$ cat src/rtl/mult_div_pkg.sv
// Shared definitions for the multiply/divide unit: op encoding, FSM states, default width.
// Latency: n/a (definitions only).
// Backpressure: n/a (definitions only).
package mult_div_pkg;

   localparam int DEFAULT_WIDTH = 32;

   // Op encoding as presented by the control unit.
   typedef enum logic [1:0] {
      OP_MULT  = 2'b00,
      OP_MULTU = 2'b01,
      OP_DIV   = 2'b10,
      OP_DIVU  = 2'b11
   } op_e;

   // Sequencer states.
   typedef enum logic [1:0] {
      ST_IDLE = 2'b00,
      ST_CALC = 2'b01,
      ST_FIX  = 2'b10,
      ST_DONE = 2'b11
   } state_e;

endpackage

$ cat src/rtl/mult_div_unit.sv
// Iterative radix-2 multiply/divide unit producing the HI/LO register pair.
// Latency: WIDTH+2 cycles from the start-accept edge to done (1 cycle for a zero divisor with DIVZERO_DETECT_EN).
// Backpressure: none; start is only accepted in IDLE and dropped otherwise (no queuing). Optional: DIVZERO_DETECT_EN.
module mult_div_unit
   import mult_div_pkg::*;
#(
   parameter int WIDTH = DEFAULT_WIDTH
) (
   input  logic             clk,
   input  logic             reset,
   input  logic             start,
   input  logic [1:0]       op,
   input  logic [WIDTH-1:0] a,
   input  logic [WIDTH-1:0] b,
   output logic             busy,
   output logic             done,
`ifdef DIVZERO_DETECT_EN
   output logic             div0,
`endif
   output logic [WIDTH-1:0] hi,
   output logic [WIDTH-1:0] lo
);

   localparam int            CW        = (WIDTH > 1) ? $clog2(WIDTH) : 1;
   localparam logic [CW-1:0] LAST_ITER = CW'(WIDTH - 1);

   state_e               state_q, state_d;
   op_e                  op_q, op_d;
   logic                 sign_a_q, sign_a_d;
   logic                 sign_b_q, sign_b_d;
   logic [CW-1:0]        cnt_q, cnt_d;
   // Multiply: {partial product, multiplier}. Divide: {remainder, dividend/quotient}.
   logic [2*WIDTH-1:0]   acc_q, acc_d;
   // Multiplicand for multiply, divisor for divide.
   logic [WIDTH-1:0]     opnd_q, opnd_d;
   logic [WIDTH-1:0]     hi_q, hi_d;
   logic [WIDTH-1:0]     lo_q, lo_d;
`ifdef DIVZERO_DETECT_EN
   logic                 div0_q, div0_d;
`endif

   logic                 in_signed;
   logic [WIDTH-1:0]     mag_a, mag_b;
   logic                 is_div;
   logic [WIDTH:0]       mul_sum;
   logic [2*WIDTH-1:0]   mul_next;
   logic [WIDTH:0]       div_shift;
   logic                 div_fits;
   logic [WIDTH-1:0]     div_diff;
   logic [2*WIDTH-1:0]   div_next;
   logic                 neg_res;
   logic [2*WIDTH-1:0]   fix_prod;
   logic [WIDTH-1:0]     fix_quo;
   logic [WIDTH-1:0]     fix_rem;

   // Operand magnitudes at accept time and the per-iteration datapath.
   always_comb begin
      in_signed = ~op[0];
      mag_a     = (in_signed && a[WIDTH-1]) ? -a : a;
      mag_b     = (in_signed && b[WIDTH-1]) ? -b : b;
      is_div    = (op_q == OP_DIV) || (op_q == OP_DIVU);

      // Shift-add: add multiplicand into the upper half when the multiplier LSB is set, then shift right.
      mul_sum   = {1'b0, acc_q[2*WIDTH-1:WIDTH]} + (acc_q[0] ? {1'b0, opnd_q} : '0);
      mul_next  = {mul_sum, acc_q[WIDTH-1:1]};

      // Restoring divide: shift the next dividend bit into the remainder and subtract if it fits.
      // The remainder stays below the divisor, so the difference fits in WIDTH bits when taken.
      div_shift = {acc_q[2*WIDTH-1:WIDTH], acc_q[WIDTH-1]};
      div_fits  = div_shift >= {1'b0, opnd_q};
      div_diff  = div_shift[WIDTH-1:0] - opnd_q;
      div_next  = {(div_fits ? div_diff : div_shift[WIDTH-1:0]), acc_q[WIDTH-2:0], div_fits};

      // Sign fix-up; signs are zero for the unsigned ops so nothing is negated there.
      neg_res   = sign_a_q ^ sign_b_q;
      fix_prod  = neg_res ? -acc_q : acc_q;
      fix_quo   = neg_res ? -acc_q[WIDTH-1:0] : acc_q[WIDTH-1:0];
      fix_rem   = sign_a_q ? -acc_q[2*WIDTH-1:WIDTH] : acc_q[2*WIDTH-1:WIDTH];
   end

   // Sequencer next-state and register updates.
   always_comb begin
      state_d  = state_q;
      op_d     = op_q;
      sign_a_d = sign_a_q;
      sign_b_d = sign_b_q;
      cnt_d    = cnt_q;
      acc_d    = acc_q;
      opnd_d   = opnd_q;
      hi_d     = hi_q;
      lo_d     = lo_q;
`ifdef DIVZERO_DETECT_EN
      div0_d   = div0_q;
`endif
      case (state_q)
         ST_IDLE: begin
            if (start) begin
               op_d     = op_e'(op);
               sign_a_d = in_signed & a[WIDTH-1];
               sign_b_d = in_signed & b[WIDTH-1];
               cnt_d    = '0;
               if (op[1]) begin
                  acc_d  = {{WIDTH{1'b0}}, mag_a};
                  opnd_d = mag_b;
               end else begin
                  acc_d  = {{WIDTH{1'b0}}, mag_b};
                  opnd_d = mag_a;
               end
               state_d  = ST_CALC;
`ifdef DIVZERO_DETECT_EN
               // Zero divisor short-circuits straight to DONE, leaving HI/LO untouched.
               if (op[1] && (b == '0)) begin
                  state_d = ST_DONE;
                  div0_d  = 1'b1;
               end
`endif
            end
         end
         ST_CALC: begin
            acc_d = is_div ? div_next : mul_next;
            cnt_d = cnt_q + CW'(1);
            if (cnt_q == LAST_ITER) begin
               state_d = ST_FIX;
            end
         end
         ST_FIX: begin
            if (is_div) begin
               lo_d = fix_quo;
               hi_d = fix_rem;
            end else begin
               {hi_d, lo_d} = fix_prod;
            end
            state_d = ST_DONE;
         end
         default: begin
`ifdef DIVZERO_DETECT_EN
            div0_d  = 1'b0;
`endif
            state_d = ST_IDLE;
         end
      endcase
   end

   // State registers; reset aborts any operation in flight and clears the result.
   always_ff @(posedge clk or negedge reset) begin
      if (!reset) begin
         state_q  <= ST_IDLE;
         op_q     <= OP_MULT;
         sign_a_q <= 1'b0;
         sign_b_q <= 1'b0;
         cnt_q    <= '0;
         acc_q    <= '0;
         opnd_q   <= '0;
         hi_q     <= '0;
         lo_q     <= '0;
`ifdef DIVZERO_DETECT_EN
         div0_q   <= 1'b0;
`endif
      end else begin
         state_q  <= state_d;
         op_q     <= op_d;
         sign_a_q <= sign_a_d;
         sign_b_q <= sign_b_d;
         cnt_q    <= cnt_d;
         acc_q    <= acc_d;
         opnd_q   <= opnd_d;
         hi_q     <= hi_d;
         lo_q     <= lo_d;
`ifdef DIVZERO_DETECT_EN
         div0_q   <= div0_d;
`endif
      end
   end

   assign busy = (state_q != ST_IDLE);
   assign done = (state_q == ST_DONE);
   assign hi   = hi_q;
   assign lo   = lo_q;
`ifdef DIVZERO_DETECT_EN
   assign div0 = div0_q;
`endif

endmodule

$ cat config.mk
export PLATFORM = sky130hd
export DESIGN_NAME = mult_div_unit
export DESIGN_NICKNAME = d
export VERILOG_FILES = /design/src/rtl/mult_div_pkg.sv /design/src/rtl/mult_div_unit.sv
export SDC_FILE = /design/constraint.sdc
export NUM_CORES = 1
export LEC_CHECK = 0
export CAP_MARGIN = 25
export CORE_MARGIN = 4
export CORE_UTILIZATION = 55
export CTS_BUF_LIST = sky130_fd_sc_hd__clkbuf_8
export DETAILED_ROUTE_END_ITERATION = 16
export GPL_TIMING_DRIVEN = 1
export PLACE_DENSITY = 0.87
export SYNTH_ARGS = -nofsm -noshare
export SYNTH_HDL_FRONTEND = slang
export SYNTH_SLANG_ARGS = --single-unit
$ cat constraint.sdc
create_clock -name clk -period 3.1 [get_ports clk]
set_input_delay 0.775 -clock clk [delete_from_list [all_inputs] [get_ports clk]]
set_output_delay 0.775 -clock clk [all_outputs]
set_load 0.02 [all_outputs]
## Word-level counts from Yosys, hierarchy flattened

Cells that the tools add are included.

| word-level totals | value |
|---|---|
| bits in registers | 171 |
| latch bits | 0 |
| memory bits (writable) | 0 |
| ROM bits | 0 |
| input bits | 69 |
| output and inout port bits | 66 |
| logic and storage cells | 58 |
| memories | 0 |

| operators by class | value |
|---|---|
| add/sub/neg operators | 8 |
| $mul | 0 |
| divide/modulo/power cells | 0 |
| $lt $le $gt $ge | 1 |
| equal/unequal tests | 8 |
| shifts and indexed selects | 0 |
| muxes and demuxes | 19 |
| bitwise gates (word level) | 4 |
| reductions and logical operators | 9 |

Operator list:

| cell | count |
|---|---|
| $mux 32 | 10 |
| $mux 64 | 3 |
| $neg 32->32 | 4 |
| $pmux 64 s2 | 1 |
| $neg 64->64 | 1 |
| $add 32x32->33 | 1 |
| $ge 33x32->1 | 1 |
| $sub 32x32->32 | 1 |
| $pmux 5 s2 | 1 |
| $eq 2x2->1 const B | 4 |
| $pmux 2 s3 | 1 |
| $reduce_and 2->1 | 3 |
| $add 5x1->5 const B | 1 |
| $eq 5x5->1 const B | 1 |
| $mux 5 | 1 |
| $mux 2 | 2 |
| $ne 2x2->1 const B | 2 |
| $reduce_bool 2->1 | 2 |
| $and 1x1->1 | 2 |
| $eq 2x1->1 const B | 1 |
| $logic_and 1x1->1 | 2 |
| $logic_not 2->1 | 1 |
| $logic_or 1x1->1 | 1 |
| $not 1->1 | 1 |
| $xor 1x1->1 | 1 |

## Depth between registers and ports, before layout

| depth | value |
|---|---|
| depth in word-level cells | 6 |
| mapped depth | 14 |
| gate-level depth less buffers | 13 |

## Worst setup path before layout

Ideal clock, no wire load.

| timing path | value |
|---|---|
| path type | register to register |
| start point | register acc_q[0] |
| end point | register acc_q[49] |
| library setup time | 0.133 ns |
| data arrival time | 3.026 ns |
| data required time | 2.967 ns |
| setup slack | -0.059 ns |
| stages on the path, launching flop included | 14 |
| buffers on the path | 1 |
| period minus slack after synthesis | 3.159 ns |
| cell sequence | dfrtp_1 inv_1 clkbuf_1 nor2_1 ha_1 nand2_1 or4b_2 o2111ai_1 nand4_1 a41oi_1 o21ai_0 xor2_1 a22oi_1 o21ai_0 |

| between the ends | value |
|---|---|
| cells in the longest elaborated chain, start to end | 4 |

Ends and longest elaborated chain:

| item | RTL line | text |
|---|---|---|
| start: declaration | mult_div_unit.sv:33 | `logic [2*WIDTH-1:0] acc_q, acc_d;` |
| start signal: assignment | mult_div_unit.sv:152 | `acc_q <= '0;` |
| start signal: assignment | mult_div_unit.sv:165 | `acc_q <= acc_d;` |
| $mux 32 | mult_div_unit.sv:64 | `mul_sum = {1'b0, acc_q[2*WIDTH-1:WIDTH]} + (acc_q[0] ? {1'b0, opnd_q} : '0);` |
| $add 32x32->33 | mult_div_unit.sv:64 |  |
| $mux 64 | mult_div_unit.sv:120 | `acc_d = is_div ? div_next : mul_next;` |
| $pmux 64 s2 | mult_div_unit.sv:95 | `case (state_q)` |

No other way between the ends.
A chain may end at the register's enable or synchronous reset.

## Worst setup path after layout

| timing path | value |
|---|---|
| start point | register opnd_q[18] |
| end point | register acc_q[52] |

| between the ends | value |
|---|---|
| cells in the longest elaborated chain, start to end | 4 |
| elaborated cells on any way between the ends | 7 |
| those cells by class | 2 x add/sub; 1 x order compare; 4 x mux |

Ends and longest elaborated chain:

| item | RTL line | text |
|---|---|---|
| start: declaration | mult_div_unit.sv:35 | `logic [WIDTH-1:0] opnd_q, opnd_d;` |
| start signal: assignment | mult_div_unit.sv:166 | `opnd_q <= opnd_d;` |
| $mux 32 (tied with other cells) | mult_div_unit.sv:64 |  |
| $add 32x32->33 / $mux 32 (equally long branches) | mult_div_unit.sv:64, mult_div_unit.sv:72 |  |
| $mux 64 * | mult_div_unit.sv:120 |  |
| $pmux 64 s2 * | mult_div_unit.sv:95 |  |

Every way passes the cells marked *; elsewhere a longest branch is shown, timed or not.

==> metrics.md <==
| Metric | Value |
|---|---|
| Final cell count without fillers | `2,542` |
| Vias in the first global route | `15,300` |
| Mapped Cells | `1,807` |
| Post-synth cell types | `78` |
| Crit path depth | `14` |
| CTS Buf Count | `17` |
| Setup ws final | `-0.0650 ns` |
| Bufs on Longest Clock Path | `2` |
| Async S/R FF share, synth | `100%` |
| Clock-pin slew on the worst setup and hold paths | `0.13 ns` |
| Final setup fails | `11` |
| Number of synthesized flops with an enable pin | `0` |
| CTS tree | `yes` |
| Die Area | `28,700 sq um` |
| Avg Inst Size Synth | `7.92 sq um` |
| Die Ht | `169 microns` |
| #FFs+latches synth | `170` |
| Antenna diodes | `0` |
| Drt pass-1 iters | `6` |
| Critical path class | `register to register` |
| All-layer global routing usage | `34.0%` |
| Worst setup path end | `acc_q[52]` |
| First-pass GRT wire length | `79,100 microns` |
| Reg-to-Reg End | `acc_q[52]` |
| Synth Net Count | `1,953` |
| Area growth syn-to-layout | `35.9%` |
| CP top delay family | `compound AO/OA/AOI/OAI gates` |
| Placed cells | `2,484` |
| Final Max Tran Viols | `0` |
| Max Freq | `316 MHz` |
| Post-DP HPWL | `38,700 microns` |
| Critical Path RT | `3.47 ns` |
| Final Wtd Congestion | `1.01` |
| Arr. time, crit path | `3.53 ns` |
| Routed len/inst | `20.5 microns` |
| Worst-Skew Late Latency | `0.51 ns` |
| Max cap viols | `0` |
| Sequential cell area fraction in the yosys report | `29.7%` |
| PortBufs | `134` |
| Startpoint types | `register` |
| Top FF cell, synth | `dfrtp_1` |
| CORE AREA | `25,400 sq um` |
| Power Density | `1170 nW/um^2` |
| Failing checks | `negative setup slack` |
| H-tree levels | `4` |
| Worst-path fanout max | `8` |
| Mapped Area | `14,300 sq um` |
| Final WL | `52,100 microns` |
| Vias | `16,200` |
| Peak VDD IR | `0.000937 V` |
| Crit path buffers/inverters | `4` |
| Crit-path max cell delay | `0.39 ns` |
| # IOs | `135` |
| Most Frequent Cell on Critical Path | `a21o_1` |
| Hold-fix buffers, CTS | `0` |
| Leak Pwr | `0.00901 uW` |
| Total power | `22,700 uW` |
| Skew final | `0.0263 ns` |
| Antenna Nets Post-Route | `0` |
| Number of vias per cell | `6.36` |
| Slowest cell on the critical path | `dfrtp_1` |
| Final Cycle Share | `102%` |
| RSZ-0062 raised after global routing | `true` |
| Finished Core Util | `76.6%` |
| Status | `finished, violations left` |
| CP endpoint kind | `register` |
| Period minus WS final | `3.16 ns` |
| Hold Path Class | `primary input to async pin` |
| Fillers | `1,687` |
| # DRC | `0` |
| Reg2reg setup slack | `-0.06 ns` |
| Worst reg2reg path startpoint | `opnd_q[18]` |
| Root Buffer | `clkbuf_8` |
| Worst slack at placement | `-0.549 ns` |
| Grt total ovfl | `0` |
| Initial antenna violation count | `1` |
| Reg2reg path depth | `14` |
| Final #Nets | `2,345` |
| YS warnings | `0` |
| Initial Util | `56.4%` |
| Ratio of cells with drive above 1 in the final layout | `23.5%` |
| Crit-path cells | `inv_2 -> ha_4 -> a21o_1 -> a21o_1 -> a21o_1 -> a221o_1 -> a211oi_4 -> o41ai_4 -> buf_4 -> a21oi_4 -> buf_6 -> buf_8 -> mux2i_1 -> o21ai_1` |
| Final Hold Violating Endpoints | `0` |
| Largest net degree at the start of global routing | `67` |
| Slew Limit Headroom | `54.3%` |
| Standard-cell rows | `58` |
| Clk sinks | `170` |
| Crit path launch | `opnd_q[18]` |
| Die W | `169 microns` |
| Slew @ Worst Pin | `0.680 ns` |
| DRT iter0 DRCs | `2,001` |
==> state kept, by name (all words and copies together) (netlist names) <==
| signal | cells |
|---|---|
| acc_q | 64 |
| hi | 32 |
| lo | 32 |
| opnd_q | 32 |
| cnt_q | 5 |
| state_q | 2 |
| op_q | 1 |
| sign_a_q | 1 |
| sign_b_q | 1 |
==> synth_stat cells, types with 4 or more instances <==
library cell    n  area [sq um]
a211oi_1       34           255
a21o_1         32           240
a21oi_1       217          1090
a221o_1         4          40.0
a22o_1          4          35.0
a22oi_1        24           180
a31oi_1        15          93.8
a41oi_1         4          35.0
and2_1          9          56.3
and3_1         12          75.1
buf_1          10          37.5
buf_2           7          35.0
clkbuf_1       77           289
dfrtp_1       170          4250
ha_1           75           938
inv_1          57           214
mux2_2         31           349
mux2i_1        50           500
nand2_1       145           544
nand2b_1       14          87.6
nand3_1        29           145
nand4_1        11          68.8
nor2_1        229           860
nor2b_1        10          62.6
nor3_1         44           220
nor4_1         15          93.8
o211ai_1       15           113
o21ai_0       141           706
o21ai_1         4          20.0
o21bai_1        8          60.1
o31ai_1        12          90.1
o41ai_1        10          87.6
or2_2           5          31.3
or3_1          24           150
or4_1          20           150
xnor2_1        85           744
xor2_1         88           771
==> per-stage QoR <==
stage               area (sq um)  hold WS, ns  TNS [ns]
finish                     19500        0.207    -0.232
global placement           18100        0.462    -18.20
detailed placement         18100        0.466    -24.47
global route               19500        0.236     -2.18
floorplan                  14300        0.450         0
CTS                        18800        0.215  -0.00437
==> worst reg2reg max path, stage by stage, from the launching register on <==
cell	delay, ns
dfrtp_1	0.39
inv_2	0.12
ha_4	0.22
a21o_1	0.17
a21o_1	0.20
a21o_1	0.21
a221o_1	0.37
a211oi_4	0.27
o41ai_4	0.12
buf_4	0.18
a21oi_4	0.15
buf_6	0.17
buf_8	0.14
mux2i_1	0.25
o21ai_1	0.09
==> power breakdown <==
group	internal, uW	total [uW]	switching (uW)
logic	7520	16800	9300
registers	3270	4120	848
clock network	647	1770	1130
==> metal layers <==
metal / vias to the layer above / share of wire [%] / GRT usage, %
met5: - / 0 / 0
met4: 0 / 4.9 / 15.1
met3: 200 / 10 / 4.66
met2: 1025 / 46 / 54.7
met1: 7647 / 39 / 46.0
li1: 7299 / - / -
==> layout by cell type (no fill, tap or decap), types with 11 or more instances in the layout <==
master           Yosys  final
buf_4                1    315
nor2_1             229    226
a21oi_1            217    205
dfrtp_1            170    165
nand2_1            145    141
clkdlybuf4s50_1      0    122
o21ai_0            141    120
xor2_1              88     88
xnor2_1             85     85
ha_1                75     62
mux2i_1             50     49
inv_1               57     47
nor3_1              44     42
a21o_1              32     32
mux2_2              31     31
nand3_1             29     26
a211oi_1            34     25
or3_1               24     22
a22oi_1             24     22
o21ai_1              4     20
clkbuf_8             0     17
or4_1               20     16
o211ai_1            15     15
nand2b_1            14     13
a31oi_1             15     13
buf_6                0     13
nor4_1              15     12
and3_1              12     11
nand4_1             11     11
ha_4                 0     11
==> cell families after synthesis <==
family | after synthesis | share of synthesized area, %
buffers and inverters | 156 | 4.21
xor gates and xnor gates | 173 | 10.6
muxes | 81 | 5.93
DFF | 170 | 29.7
and+or+nand+nor | 586 | 19.0
adders and majority gates | 77 | 6.83
AOI/OAI and AO/OA | 564 | 23.7
==> cell type report <==
cell class | count | area, sq um | area share, %
well taps | 330 | 413 | 2.12
repair buffers | 469 | 4020 | 20.7
clock inverters | 15 | 209 | 1.07
inverters | 59 | 226 | 1.16
multi-input cells | 1482 | 10100 | 51.9
flip-flops and latches | 170 | 4260 | 21.9
clock buffers | 17 | 234 | 1.20
==> worst min-delay path by stage <==
stage / startpoint / end / slack, ns / depth (start not counted)
floorplan: opnd_q[20] / opnd_q[20] / 0.45 / 1
global placement: opnd_q[20] / opnd_q[20] / 0.46 / 1
detailed placement: opnd_q[20] / opnd_q[20] / 0.47 / 1
CTS: reset / acc_q[4] / 0.21 / 1
global route: reset / acc_q[8] / 0.24 / 1
finish: reset / acc_q[8] / 0.21 / 1
==> repair_timing <==
action / CTS / global route
setup endpoints to repair: 35 / 59
gates cloned: 1 / 1
resized for setup: 34 / 132
pin swaps: 22 / 62
buffers inserted: 12 / 15
Power figures use the tool's default switching activity.
